File: config.mk
export PLATFORM = sky130hd
export DESIGN_NAME = riscv_lsu_flat
export DESIGN_NICKNAME = d
export VERILOG_FILES = /design/src/rtl/riscv_lsu_if.sv /design/src/rtl/riscv_lsu.sv /design/src/flat_wrapper.sv
export SDC_FILE = /design/constraint.sdc
export NUM_CORES = 1
export LEC_CHECK = 0
export CORE_MARGIN = 8
export CORE_UTILIZATION = 42
export DETAILED_ROUTE_END_ITERATION = 16
export PLACE_DENSITY = 0.89
export SYNTH_ARGS = -nofsm -noshare
export SYNTH_HDL_FRONTEND = slang
export SYNTH_SLANG_ARGS = --single-unit
export TNS_END_PERCENT = 50
File: constraint.sdc
create_clock -name clk_i -period 3.01 [get_ports clk_i]
set_input_delay 0.4515 -clock clk_i [delete_from_list [all_inputs] [get_ports clk_i]]
set_output_delay 0.4515 -clock clk_i [all_outputs]
set_load 0.1 [all_outputs]
File: src/rtl/riscv_lsu_if.sv
// Signal bundle between the load-store unit, the core pipeline and the data-memory bus.
// The LSU uses the slave view; the core/memory environment uses the master view.
interface riscv_lsu_if;
  logic        core_req_i;
  logic        core_we_i;
  logic [2:0]  core_size_i;
  logic [31:0] core_addr_i;
  logic [31:0] core_wd_i;
  logic [31:0] core_rd_o;
  logic        core_stall_req_o;
  logic        lsu_err_o;
  logic        mem_req_o;
  logic        mem_we_o;
  logic [3:0]  mem_be_o;
  logic [31:0] mem_addr_o;
  logic [31:0] mem_wd_o;
  logic [31:0] mem_rd_i;
  logic        mem_ready_i;

  modport slave (
    input  core_req_i, core_we_i, core_size_i, core_addr_i, core_wd_i, mem_rd_i, mem_ready_i,
    output core_rd_o, core_stall_req_o, lsu_err_o, mem_req_o, mem_we_o, mem_be_o, mem_addr_o,
           mem_wd_o
  );

  modport master (
    output core_req_i, core_we_i, core_size_i, core_addr_i, core_wd_i, mem_rd_i, mem_ready_i,
    input  core_rd_o, core_stall_req_o, lsu_err_o, mem_req_o, mem_we_o, mem_be_o, mem_addr_o,
           mem_wd_o
  );
endinterface

File: src/rtl/riscv_lsu.sv
// RISC-V load-store unit: byte-lane steering, load extension, bus timeout and core stall.
// Define LSU_MISALIGN_TRAP_EN to refuse misaligned half/word accesses with an error response.
module riscv_lsu #(
  parameter int TIMEOUT = 256
) (
  input  logic       clk_i,
  input  logic       rst_i,
  riscv_lsu_if.slave lsu
);
  typedef enum logic [1:0] {IDLE, ACCESS, DRAIN, RESP} state_t;

  localparam int CNT_W = (TIMEOUT > 1) ? $clog2(TIMEOUT) : 1;

  state_t           state_q, state_d;
  logic [31:0]      rd_q, rd_d;
  logic             err_q, err_d;
  logic [CNT_W-1:0] cnt_q, cnt_d;
  logic             req;

  logic [1:0]  off;
  logic        is_byte, is_half, is_signed, misalign, timeout_hit;
  logic [3:0]  be;
  logic [31:0] wd, ld_ext;
  logic [7:0]  ld_byte;
  logic [15:0] ld_half;

  // Sizes 2/3/6/7 all fall through to word.
  assign off       = lsu.core_addr_i[1:0];
  assign is_byte   = (lsu.core_size_i[1:0] == 2'd0);
  assign is_half   = (lsu.core_size_i[1:0] == 2'd1);
  assign is_signed = ~lsu.core_size_i[2];

`ifdef LSU_MISALIGN_TRAP_EN
  assign misalign = (is_half & off[0]) | (~is_byte & ~is_half & (off != 2'b00));
`else
  assign misalign = 1'b0;
`endif

  assign timeout_hit = (TIMEOUT != 0) && (cnt_q == CNT_W'(TIMEOUT - 1));

  // NOTE: every signal written in an always_comb gets a default first, so no path infers a latch.
  always_comb begin
    be = 4'hF;
    wd = lsu.core_wd_i;
    if (is_byte) begin
      be = 4'b0001 << off;
      wd = {4{lsu.core_wd_i[7:0]}};
    end else if (is_half) begin
      be = 4'b0011 << {off[1], 1'b0};
      wd = {2{lsu.core_wd_i[15:0]}};
    end
  end

  always_comb begin
    ld_byte = lsu.mem_rd_i[{off, 3'b000} +: 8];
    ld_half = off[1] ? lsu.mem_rd_i[31:16] : lsu.mem_rd_i[15:0];
    ld_ext  = lsu.mem_rd_i;
    if (is_byte)      ld_ext = {{24{is_signed & ld_byte[7]}}, ld_byte};
    else if (is_half) ld_ext = {{16{is_signed & ld_half[15]}}, ld_half};
  end

  always_comb begin
    state_d = state_q;
    rd_d    = rd_q;
    err_d   = err_q;
    cnt_d   = cnt_q;
    req     = 1'b0;
    unique case (state_q)
      IDLE: begin
        if (lsu.core_req_i) begin
          if (misalign) begin
            rd_d    = '0;
            err_d   = 1'b1;
            state_d = RESP;
          end else begin
            req = 1'b1;
            if (lsu.mem_ready_i) begin
              if (!lsu.core_we_i) rd_d = ld_ext;
              state_d = RESP;
            end else begin
              cnt_d   = '0;
              state_d = ACCESS;
            end
          end
        end
      end
      ACCESS: begin
        req   = 1'b1;
        cnt_d = cnt_q + CNT_W'(1);
        if (lsu.mem_ready_i) begin
          if (!lsu.core_we_i) rd_d = ld_ext;
          state_d = RESP;
        end else if (timeout_hit) begin
          rd_d    = '0;
          err_d   = 1'b1;
          state_d = RESP;
        end else if (!lsu.core_req_i) begin
          state_d = DRAIN;
        end
      end
      // An abandoned access still owns the bus until memory acknowledges it.
      DRAIN: begin
        req = 1'b1;
        if (lsu.mem_ready_i) state_d = IDLE;
      end
      RESP: begin
        err_d   = 1'b0;
        state_d = IDLE;
      end
      default: state_d = IDLE;
    endcase
  end

  // NOTE: sequential state uses non-blocking assignments so every register samples pre-edge values.
  always_ff @(posedge clk_i) begin
    if (rst_i) begin
      state_q <= IDLE;
      rd_q    <= '0;
      err_q   <= 1'b0;
      cnt_q   <= '0;
    end else begin
      state_q <= state_d;
      rd_q    <= rd_d;
      err_q   <= err_d;
      cnt_q   <= cnt_d;
    end
  end

  // Reset is synchronous, so outputs are gated directly to read 0 in the cycle it is applied.
  assign lsu.mem_req_o        = ~rst_i & req;
  assign lsu.mem_we_o         = ~rst_i & req & lsu.core_we_i;
  assign lsu.mem_be_o         = rst_i ? 4'h0 : be;
  assign lsu.mem_addr_o       = rst_i ? 32'h0 : {lsu.core_addr_i[31:2], 2'b00};
  assign lsu.mem_wd_o         = rst_i ? 32'h0 : wd;
  assign lsu.core_stall_req_o = ~rst_i & lsu.core_req_i & (state_q != RESP);
  assign lsu.lsu_err_o        = ~rst_i & err_q & (state_q == RESP);
  assign lsu.core_rd_o        = rst_i ? 32'h0 : rd_q;
endmodule

File: src/flat_wrapper.sv
// flat-port wrapper written by rule: the top's interface ports become plain ports
module riscv_lsu_flat 
#(
  parameter int TIMEOUT = 256
)
  (clk_i, rst_i, lsu_core_req_i, lsu_core_we_i, lsu_core_size_i, lsu_core_addr_i, lsu_core_wd_i, lsu_mem_rd_i, lsu_mem_ready_i, lsu_core_rd_o, lsu_core_stall_req_o, lsu_lsu_err_o, lsu_mem_req_o, lsu_mem_we_o, lsu_mem_be_o, lsu_mem_addr_o, lsu_mem_wd_o);
  riscv_lsu_if lsu_i ();
  input  logic clk_i;
  input  logic rst_i;
  input wire logic [$bits(lsu_i.core_req_i)-1:0] lsu_core_req_i;
  input wire logic [$bits(lsu_i.core_we_i)-1:0] lsu_core_we_i;
  input wire logic [$bits(lsu_i.core_size_i)-1:0] lsu_core_size_i;
  input wire logic [$bits(lsu_i.core_addr_i)-1:0] lsu_core_addr_i;
  input wire logic [$bits(lsu_i.core_wd_i)-1:0] lsu_core_wd_i;
  input wire logic [$bits(lsu_i.mem_rd_i)-1:0] lsu_mem_rd_i;
  input wire logic [$bits(lsu_i.mem_ready_i)-1:0] lsu_mem_ready_i;
  output wire logic [$bits(lsu_i.core_rd_o)-1:0] lsu_core_rd_o;
  output wire logic [$bits(lsu_i.core_stall_req_o)-1:0] lsu_core_stall_req_o;
  output wire logic [$bits(lsu_i.lsu_err_o)-1:0] lsu_lsu_err_o;
  output wire logic [$bits(lsu_i.mem_req_o)-1:0] lsu_mem_req_o;
  output wire logic [$bits(lsu_i.mem_we_o)-1:0] lsu_mem_we_o;
  output wire logic [$bits(lsu_i.mem_be_o)-1:0] lsu_mem_be_o;
  output wire logic [$bits(lsu_i.mem_addr_o)-1:0] lsu_mem_addr_o;
  output wire logic [$bits(lsu_i.mem_wd_o)-1:0] lsu_mem_wd_o;
  assign lsu_i.core_req_i = lsu_core_req_i;
  assign lsu_i.core_we_i = lsu_core_we_i;
  assign lsu_i.core_size_i = lsu_core_size_i;
  assign lsu_i.core_addr_i = lsu_core_addr_i;
  assign lsu_i.core_wd_i = lsu_core_wd_i;
  assign lsu_i.mem_rd_i = lsu_mem_rd_i;
  assign lsu_i.mem_ready_i = lsu_mem_ready_i;
  assign lsu_core_rd_o = lsu_i.core_rd_o;
  assign lsu_core_stall_req_o = lsu_i.core_stall_req_o;
  assign lsu_lsu_err_o = lsu_i.lsu_err_o;
  assign lsu_mem_req_o = lsu_i.mem_req_o;
  assign lsu_mem_we_o = lsu_i.mem_we_o;
  assign lsu_mem_be_o = lsu_i.mem_be_o;
  assign lsu_mem_addr_o = lsu_i.mem_addr_o;
  assign lsu_mem_wd_o = lsu_i.mem_wd_o;
  riscv_lsu #(.TIMEOUT(TIMEOUT)) u_core (.clk_i(clk_i), .rst_i(rst_i), .lsu(lsu_i));
endmodule
==> PnR_summary.wiki <==
{| class="wikitable"
! Metric !! Value
|-
| List of cells traversed by the critical path || clkdlybuf4s50_1 > buf_4 > nor2_1 > buf_4 > nand2_1 > a21oi_1 > buf_12
|-
| Warnings from Yosys || 0
|-
| Accumulated negative setup slack || 0 ps
|-
| Clock-pin transition on the worst setup and hold timing paths || 80 ps
|-
| Worst-case clock skew || 2.748 ps
|-
| Final hold violation count || 0
|-
| Post-Synthesis Cells || 464
|-
| Overall via count from detail_route || 4262
|-
| Path category of the worst min-delay check || flip-flop to flip-flop
|-
| Clock Root Buffer || sky130_fd_sc_hd__clkbuf_8
|-
| Share of layout cells above drive strength 1 || 23.82%
|-
| Number of post-CTS setup repair buffers || 0
|-
| Startpoint type of the worst setup path || input port
|-
| Final nets || 764
|-
| Count of flip-flops with a built-in enable after synthesis || 0
|-
| Count of routing violations after the opening detailed-route iteration || approximately 300
|-
| Max stage delay on crit path || around 560 ps
|-
| Worst IR Drop VDD || around 0.22 mV
|-
| CP bufs+invs || 4
|-
| Relative max-transition margin || about half
|-
| Setup repair after global routing missed its margin || false
|-
| Crit path DAT || 2190 ps
|-
| Highest net fanout along the worst path || 10
|-
| Pwr per Cell Area || 484.7 nW/um^2
|-
| Number of global-route vias before repair || 4190
|-
| Outcome || complete, no violations
|-
| H-tree depth || 2
|-
| Diodes inserted || 0
|-
| Cell area after synthesis || about 3600 sq um
|-
| Top cell by count, worst path || sky130_fd_sc_hd__buf_4
|-
| Area growth, synth to finish || 64.45%
|-
| Area of the die || approximately 12000 sq um
|-
| Largest net degree at the start of global routing || 45
|-
| Post-detailed-route wirelength per cell || 18.47 um
|-
| Routed wire length || ~14000 um
|-
| GR Layer Usage met2 || 41.64%
|-
| Filler instances || about 700
|-
| Overall die width || 108.9 um
|-
| Number of optimization iterations in the first detailed-route pass || 7
|-
| Slew at the pin with the worst max-slew slack || 760.8 ps
|-
| Avg Synthesized Cell Area || 7.820 sq um
|-
| CP endpoint kind || primary output
|-
| Number of port buffers || around 200
|-
| Most frequently used flop master after synthesis || sky130_fd_sc_hd__dfxtp_1
|-
| Core Area || 8551 sq um
|-
| Global-route wire length before repair || about 22000 um
|-
| Required time of the critical path || around 2600 ps
|-
| Total of flip-flops plus latches after synthesis || 43
|-
| Die span in y || 108.9 um
|-
| Dpl hpwl || 11400 um
|-
| GRT overflow || 0
|-
| Startpoint-to-endpoint class of the critical path || input port to primary output
|-
| CTS sink cnt || 43
|-
| Number of hold buffers added after CTS || 0
|-
| Number of failing setup endpoints in the final timing report || 0
|-
| Leakage dissipation || 2.419 nW
|-
| Cts bufs inserted || 5
|-
| Fin cells || 763
|-
| Number of antenna violations at the first check in global routing || 0
|-
| Portion of the clock cycle consumed by the worst path in the final layout || 87.78%
|-
| Detail Route Antenna Nets || 0
|-
| IO Count || about 210
|-
| Critical-path cell with the highest stage delay || sky130_fd_sc_hd__clkdlybuf4s50_1
|-
| Global route hottest layer || met2
|-
| Placer's final routability congestion estimate || 0.8560
|-
| Number of rows in the core area || 34
|-
| Crit-path leading delay family || buffers and inverters
|-
| Share of synthesized registers carrying an async set or reset || 0%
|-
| Sequential element share of the synthesized area || 23.72%
|-
| Met1 Use GR || 25.79%
|-
| Final Max Slew Viols || 0
|-
| Highest clock frequency the design can meet || approximately 380 MHz
|-
| Via density per instance || 5.586
|-
| Max-cap violations || 0
|-
| Starting density of the core || 42.43%
|-
| Clk Latency, worst-skew pair || 300 ps
|-
| Clock buffer depth || 2
|-
| Met3 Resource Use GR || 4.669%
|-
| Distinct cells, synth || between 50 and 60
|-
| Min cycle time layout || 2642 ps
|-
| Final routed DRC violation total || 0
|-
| Placed insts || 755
|-
| Gr usage total || 22.66%
|-
| Clock tree from TritonCTS || built
|-
| Quantity of gates resized following cts || 0
|}
## sequential cells by signal, summed over array words and instances (netlist names)
register        flops
u_core.cnt_q        8
u_core.err_q        1
u_core.rd_q        32
u_core.state_q      2
## per-stage QoR
stage	instance area (sq um)	hold slack (ps)	utilization, %	setup slack, ps	power [W]
3_5_place_dp	5882	473.3	68.79	349.7	0.002528
6_report	5967	485.8	69.78	367.8	0.002892
4_1_cts	5967	487.7	69.78	395.9	0.002894
2_1_floorplan	3650	424.7	-	-309.6	0.001983
3_3_place_gp	5882	457.6	68.79	454.8	0.002485
5_1_grt	5967	505.5	69.78	241.3	0.003025
## final cells by class
cell class                      count  area [sq um]  share of cell area (%)
Multi-Input combinational cell    380          2575                   43.15
Sequential cell                    43         860.8                   14.43
Clock inverter                      2         12.51                  0.2097
Tap cell                          108         135.1                   2.265
Inverter                            7         26.28                  0.4403
Clock buffer                        6         72.57                   1.216
Timing Repair Buffer              217          2285                   38.29
## metal layers
layer  up-vias  wire (um)
li1       2041          -
met1      2004       5289
met2       195       7519
met3        22       1036
met4         0        246
met5         -          0
## cells by family (layout without fill, tap and decap cells)
family	count (synthesis)	in the layout	synth area share, %
adders and majority gates	6	6	2.069
muxes	43	43	12.86
other	1	2	0.1033
AOI/OAI and AO/OA	121	121	23.83
DFF	43	43	23.72
buffers and inverters	42	232	5.896
xor gates and xnor gates	7	7	1.690
and+or+nand+nor	201	201	29.83
## final timing paths
path	depth (start not counted)	slack [ps]	endpoint	start
setup / recovery	7	370	lsu_mem_wd_o[14]	lsu_core_size_i[0]
setup reg to reg	6	710	u_core.rd_q[17]$_SDFFE_PP0P_	u_core.state_q[0]$_SDFFE_PP0P_
hold reg to reg	1	490	u_core.rd_q[15]$_SDFFE_PP0P_	u_core.rd_q[15]$_SDFFE_PP0P_
hold / removal	1	490	u_core.rd_q[15]$_SDFFE_PP0P_	u_core.rd_q[15]$_SDFFE_PP0P_
## power by group
part / total (W) / switching [W] / leakage (nW) / internal, W
Clock: 0.000366 / 0.000203 / 0.0412 / 0.000162
Combinational: 0.00184 / 0.00122 / 2.03 / 0.000619
Sequential: 0.000684 / 0.0000467 / 0.348 / 0.000637
Total: 0.00289 / 0.00147 / 2.42 / 0.00142
## Yosys cell counts, drive strengths merged, types with 5 or more instances
master / instances / area [sq um]
a211oi: 10 / 75.07
nor3: 9 / 88.84
clkbuf: 13 / 50.04
a222oi: 7 / 70.07
ha: 6 / 75.07
o21ai: 6 / 37.53
inv: 6 / 22.52
a21oi: 54 / 270.3
buf: 22 / 137.6
mux2: 9 / 101.4
mux2i: 33 / 342.8
nor2b: 76 / 475.5
a32oi: 22 / 192.7
nor2: 36 / 135.1
dfxtp: 43 / 860.8
nand2: 53 / 198.9
nand2b: 5 / 31.28
## layout by cell type (no fill, tap or decap), types with 4 or more instances in the layout
| cell | instances |
|---|---|
| sky130_fd_sc_hd__dfxtp_1 | 43 |
| sky130_fd_sc_hd__a211oi_1 | 10 |
| sky130_fd_sc_hd__mux2i_1 | 32 |
| sky130_fd_sc_hd__ha_1 | 6 |
| sky130_fd_sc_hd__buf_12 | 32 |
| sky130_fd_sc_hd__a21oi_1 | 52 |
| sky130_fd_sc_hd__clkdlybuf4s50_1 | 102 |
| sky130_fd_sc_hd__nand2_1 | 53 |
| sky130_fd_sc_hd__inv_1 | 5 |
| sky130_fd_sc_hd__nor3_2 | 4 |
| sky130_fd_sc_hd__a32oi_1 | 22 |
| sky130_fd_sc_hd__mux2_2 | 9 |
| sky130_fd_sc_hd__xnor2_1 | 4 |
| sky130_fd_sc_hd__a31o_2 | 4 |
| sky130_fd_sc_hd__nand3_1 | 4 |
| sky130_fd_sc_hd__buf_4 | 83 |
| sky130_fd_sc_hd__nor2b_1 | 76 |
| sky130_fd_sc_hd__nand2b_1 | 5 |
| sky130_fd_sc_hd__nor2_1 | 36 |
| sky130_fd_sc_hd__and3_1 | 4 |
| sky130_fd_sc_hd__a222oi_1 | 7 |
| sky130_fd_sc_hd__clkbuf_8 | 5 |
(Power assumes the default switching activity.)
